<file path="src/rtl/spi_master_command8_address16_data32.sv">
// SPI mode-0 master sending a 56-bit frame: command8, address16, data32, MSB first.
// Define SPI_MASTER_BYTE_SWAP_EN to byte-reverse the data word on transmit and capture.
module spi_master_command8_address16_data32 #(
    parameter int unsigned HALF_PERIOD = 4
) (
    input  logic        clock,
    input  logic        reset,
    input  logic        start,
    input  logic [7:0]  command8,
    input  logic [15:0] address16,
    input  logic [31:0] data32,
    output logic        busy,
    output logic        done,
    output logic [31:0] read_data32,
    output logic        SCK,
    output logic        MOSI,
    input  logic        MISO,
    output logic        SSEL
);

    typedef enum logic [1:0] {StIdle, StSetup, StShift, StGap} state_e;

    localparam logic [7:0] HalfLast = 8'(HALF_PERIOD - 1);
    localparam logic [5:0] BitLast  = 6'd55;

    state_e      state_q, state_d;
    logic [7:0]  half_q, half_d;
    logic [5:0]  bit_q, bit_d;
    logic        sck_q, sck_d;
    logic [55:0] tx_q, tx_d;
    logic [31:0] rx_q, rx_d;
    logic [31:0] rdata_q, rdata_d;
    logic [31:0] tx_word;
    logic [31:0] rx_word;
    logic        half_end;

`ifdef SPI_MASTER_BYTE_SWAP_EN
    assign tx_word = {data32[7:0], data32[15:8], data32[23:16], data32[31:24]};
    assign rx_word = {rx_q[7:0], rx_q[15:8], rx_q[23:16], rx_q[31:24]};
`else
    assign tx_word = data32;
    assign rx_word = rx_q;
`endif

    assign half_end = (half_q == HalfLast);

    always_ff @(posedge clock or posedge reset) begin
        if (reset) begin
            state_q <= StIdle;
            half_q  <= '0;
            bit_q   <= '0;
            sck_q   <= 1'b0;
            tx_q    <= '0;
            rx_q    <= '0;
            rdata_q <= '0;
        end else begin
            state_q <= state_d;
            half_q  <= half_d;
            bit_q   <= bit_d;
            sck_q   <= sck_d;
            tx_q    <= tx_d;
            rx_q    <= rx_d;
            rdata_q <= rdata_d;
        end
    end

    always_comb begin
        state_d = state_q;
        half_d  = half_q;
        bit_d   = bit_q;
        sck_d   = sck_q;
        tx_d    = tx_q;
        rx_d    = rx_q;
        rdata_d = rdata_q;
        done    = 1'b0;
        unique case (state_q)
            StIdle: begin
                if (start) begin
                    state_d = StSetup;
                    tx_d    = {command8, address16, tx_word};
                    half_d  = '0;
                    bit_d   = '0;
                    sck_d   = 1'b0;
                    rx_d    = '0;
                end
            end
            StSetup: begin
                if (half_end) begin
                    state_d = StShift;
                    half_d  = '0;
                    sck_d   = 1'b1;
                    rx_d    = {rx_q[30:0], MISO};
                end else begin
                    half_d = half_q + 8'd1;
                end
            end
            StShift: begin
                if (!half_end) begin
                    half_d = half_q + 8'd1;
                end else if (sck_q) begin
                    // Falling edge: present the next bit, but hold the last one.
                    half_d = '0;
                    sck_d  = 1'b0;
                    if (bit_q != BitLast) begin
                        tx_d = {tx_q[54:0], 1'b0};
                    end
                end else if (bit_q == BitLast) begin
                    state_d = StGap;
                    half_d  = '0;
                end else begin
                    half_d = '0;
                    bit_d  = bit_q + 6'd1;
                    sck_d  = 1'b1;
                    rx_d   = {rx_q[30:0], MISO};
                end
            end
            StGap: begin
                if (half_end) begin
                    state_d = StIdle;
                    half_d  = '0;
                    bit_d   = '0;
                    tx_d    = '0;
                    rdata_d = rx_word;
                    done    = 1'b1;
                end else begin
                    half_d = half_q + 8'd1;
                end
            end
            default: state_d = StIdle;
        endcase
    end

    assign busy        = (state_q != StIdle);
    assign SSEL        = !((state_q == StSetup) || (state_q == StShift));
    assign SCK         = sck_q;
    assign MOSI        = ((state_q == StSetup) || (state_q == StShift)) && tx_q[55];
    assign read_data32 = rdata_q;

endmodule

</file>
<file path="config.mk">
export PLATFORM = sky130hd
export DESIGN_NAME = spi_master_command8_address16_data32
export DESIGN_NICKNAME = d
export VERILOG_FILES = /design/src/rtl/spi_master_command8_address16_data32.sv
export SDC_FILE = /design/constraint.sdc
export NUM_CORES = 1
export LEC_CHECK = 0
export CELL_PAD_IN_SITES_DETAIL_PLACEMENT = 1
export CELL_PAD_IN_SITES_GLOBAL_PLACEMENT = 2
export CORE_UTILIZATION = 39
export CTS_BUF_LIST = sky130_fd_sc_hd__clkbuf_16
export CTS_CLUSTER_DIAMETER = 150
export CTS_CLUSTER_SIZE = 25
export DETAILED_ROUTE_END_ITERATION = 6
export PLACE_DENSITY_LB_ADDON = 0.1
export SYNTH_ARGS = -nofsm -noshare
export SYNTH_HDL_FRONTEND = slang
export SYNTH_SLANG_ARGS = --single-unit
export TNS_END_PERCENT = 20
</file>
<file path="constraint.sdc">
create_clock -name clock -period 13.65 [get_ports clock]
set_input_delay 3.4125 -clock clock [delete_from_list [all_inputs] [get_ports clock]]
set_output_delay 3.4125 -clock clock [all_outputs]
set_load 0.03 [all_outputs]
</file>
==> summary.md <==
| Metric | Value |
|---|---|
| Status | `completed` |
| Post-synthesis average cell area | `~12 um2` |
| Worst r2r src | `state_q[0]` |
| HP Class | `register to register` |
| Hold_sp | `tx_q[42]` |
| Max-Cap Viols | `0` |
| Vias in the first global route | `roughly 4,700` |
| Die footprint | `around 17,000 um2` |
| Post-synthesis instance total | `approximately 520` |
| CTS tree | `done` |
| RSZ-0062 raised after global routing | `no` |
| Nets | `about 670` |
| DPL Wire Length | `9.075 mm` |
| Type of origin of the critical path | `register` |
| Initial Util | `0.4000` |
| Synth-to-Final Area Change | `26.78%` |
| Routability cong. | `around 0.79` |
| Number of synthesized flops with an enable pin | `0` |
| Synth unique cells | `43` |
| PD cells | `247.2 nW/um2` |
| Worst VDD drop | `around 0.00012 V` |
| Initial antenna violation count | `0` |
| Tcrit/Tclk final | `0.4536` |
| IO buf count | `96` |
| Syn Nets | `between 500 and 600` |
| Register area share after synthesis | `0.5376` |
| Lkg Pwr | `3.672 nW` |
| Drt wl/cell | `around 17 um` |
| Worst skew pair latency | `0.41 ns` |
| Drt initial violations | `174` |
| Clk_skew | `about 0.0056 ns` |
| Post-cts resize count | `0` |
| # setup viols final | `0` |
| Most used DFF post-synth | `dfrtp_1` |
| DRC | `0` |
| Iteration count of the initial detailed-routing pass | `4` |
| Post-Syn Area | `approximately 6400 um2` |
| Rows | `46` |
| Critical path data arrival time | `roughly 2.8 ns` |
| Via count | `around 4,300` |
| # hold bufs at CTS | `0` |
| Largest net degree at the start of global routing | `slightly below 80` |
| Clk sinks | `between 100 and 150` |
| # IOs | `97` |
| Antenna cells | `0` |
| Routed WL | `roughly 14 mm` |
| Max-slew violation count | `0` |
| Die Y | `129.9 um` |
| Fmax achieved | `roughly 0.16 GHz` |
| Total CTS buffers | `17` |
| Ys Warns | `0` |
| CTS root buffer | `clkbuf_16` |
| Register area | `between 3000 and 4000 um2` |
| Most frequent cells in the layout | `dfrtp_1 (137), clkdlybuf4s50_1 (96), mux2_2 (86)` |
| Period minus WS final | `just over 6 ns` |
| Core Area | `15,940 um2` |
| Detail Route Antenna Nets | `0` |
| Clk buf depth | `2` |
| Commonest non-fill, non-tap cell in the layout | `dfrtp_1` |
| Synth Register Bits | `between 100 and 150` |
| Post-layout util | `0.5071` |
| Worst Tran Pin Value | `around 0.88 ns` |
| Share of layout cells above drive strength 1 | `0.2100` |
| First-pass GRT wire length | `around 24 mm` |
| Setup_tns | `0 ns` |
| Critical path capture point type | `primary output` |
| Critical path class | `register to primary output` |
| Reg clk slew, reported paths | `~0.060 ns` |
| Hold Vio Cnt, Final | `0` |
| Postcts setup bufs | `0` |
| Crit path from | `half_q[0]` |
| Filler instances | `1,619` |
| Die width | `~130 um` |
| Async SR Flop Fraction | `1.000` |
| Total track usage | `0.1880` |
| CP Max Fanout | `33` |
| Area of the multi-input gates | `2611 um2` |
| Total overflow reported by the global router | `0` |
| Via density | `just over 5` |
| Htree depth | `4` |
| Worst slew margin | `0.4101` |
| Required @ worst endpoint | `~10 ns` |
metal layers:
layer  GRT usage  up-vias  part of all wire
met1      0.2429     2165              0.46
met4     0.07250        0             0.018
met3     0.04510       16             0.037
li1            -     2005                 -
met5           0        -                 0
met2      0.3058       70              0.49
cell type report:
cell class / instances / share of cell area
Multi-Input combinational cell: 301 / 0.3230
Timing Repair Buffer: 103 / 0.1253
Clock buffer: 17 / 0.05262
Tap cell: 216 / 0.03343
Clock inverter: 15 / 0.01965
Sequential cell: 137 / 0.4240
Inverter: 46 / 0.02197
power by group:
group          total (W)  internal, W  switching, W
clock network   0.000455     0.000284      0.000171
logic           0.000920     0.000442      0.000479
registers       0.000624     0.000542     0.0000812
state kept, by name (all words and copies together) (netlist names):
register,cells
SCK,1
bit_q,6
half_q,8
read_data32,32
rx_q,32
state_q,2
tx_q,56
logic make-up (layout without fill, tap and decap cells):
| kind of cell | Yosys count | count (layout) | share of synthesized area |
|---|---|---|---|
| AOI/OAI and AO/OA | 83 | 83 | 0.1081 |
| and+or+nand+nor | 81 | 81 | 0.06298 |
| muxes | 128 | 128 | 0.2186 |
| adders and majority gates | 7 | 7 | 0.01373 |
| buffers and inverters | 78 | 181 | 0.05631 |
| xor gates and xnor gates | 2 | 2 | 0.002747 |
| DFF | 137 | 137 | 0.5376 |
worst paths after layout:
path	slack, ns	cells past startpoint	endpoint
worst max register to register	10.69	8	tx_q[26]
max in group asynchronous	8.83	3	SCK
worst min register to register	0.49	1	tx_q[42]
min in group asynchronous	3.51	2	read_data32[9]
worst max-delay path	7.46	7	done
worst min-delay path	0.49	1	tx_q[42]
synthesized netlist by cell type, types with 2 or more instances:
library cell | n | area, um2
o21ai_0 | 6 | 30.03
ha_1 | 7 | 87.58
and2_1 | 2 | 12.51
nor3_1 | 3 | 15.01
mux2i_1 | 38 | 380.4
nor2b_1 | 2 | 12.51
nor2_1 | 5 | 18.77
buf_6 | 7 | 78.83
mux2_1 | 4 | 45.04
nand3_1 | 9 | 45.04
dfrtp_1 | 137 | 3428
a22o_1 | 56 | 490.5
a21oi_1 | 6 | 30.03
inv_1 | 46 | 172.7
nand4_1 | 4 | 25.02
mux2_2 | 86 | 968.4
clkbuf_1 | 17 | 63.81
a211oi_1 | 2 | 15.01
o211ai_1 | 7 | 52.55
nand2_1 | 42 | 157.7
or3_1 | 2 | 12.51
and3_1 | 2 | 12.51
buf_2 | 5 | 25.02
buf_4 | 2 | 15.01
critical path, stage by stage, from the launching register on:
cell             delay (ns)
dfrtp_1                0.37
ha_1                   0.29
nor3b_2                0.34
and2_1                 0.22
nand2_1                0.07
buf_4                  0.28
inv_1                  0.10
clkdlybuf4s50_1        0.67
stage by stage:
step | hold WS, ns | cells | area (um2) | worst slack (ns) | power [W]
CTS | 0.4877 | 835 | 8085 | 7.433 | 0.002031
global placement | 0.4703 | 803 | 7501 | 7.945 | 0.001527
global route | 0.5089 | 835 | 8085 | 7.272 | 0.002134
detailed placement | 0.4749 | 803 | 7501 | 7.902 | 0.001560
finish | 0.4866 | 835 | 8085 | 7.458 | 0.001999
floorplan | 0.4585 | 516 | 6377 | 6.570 | 0.001349
No activity file was read; power rests on OpenSTA's default activity.
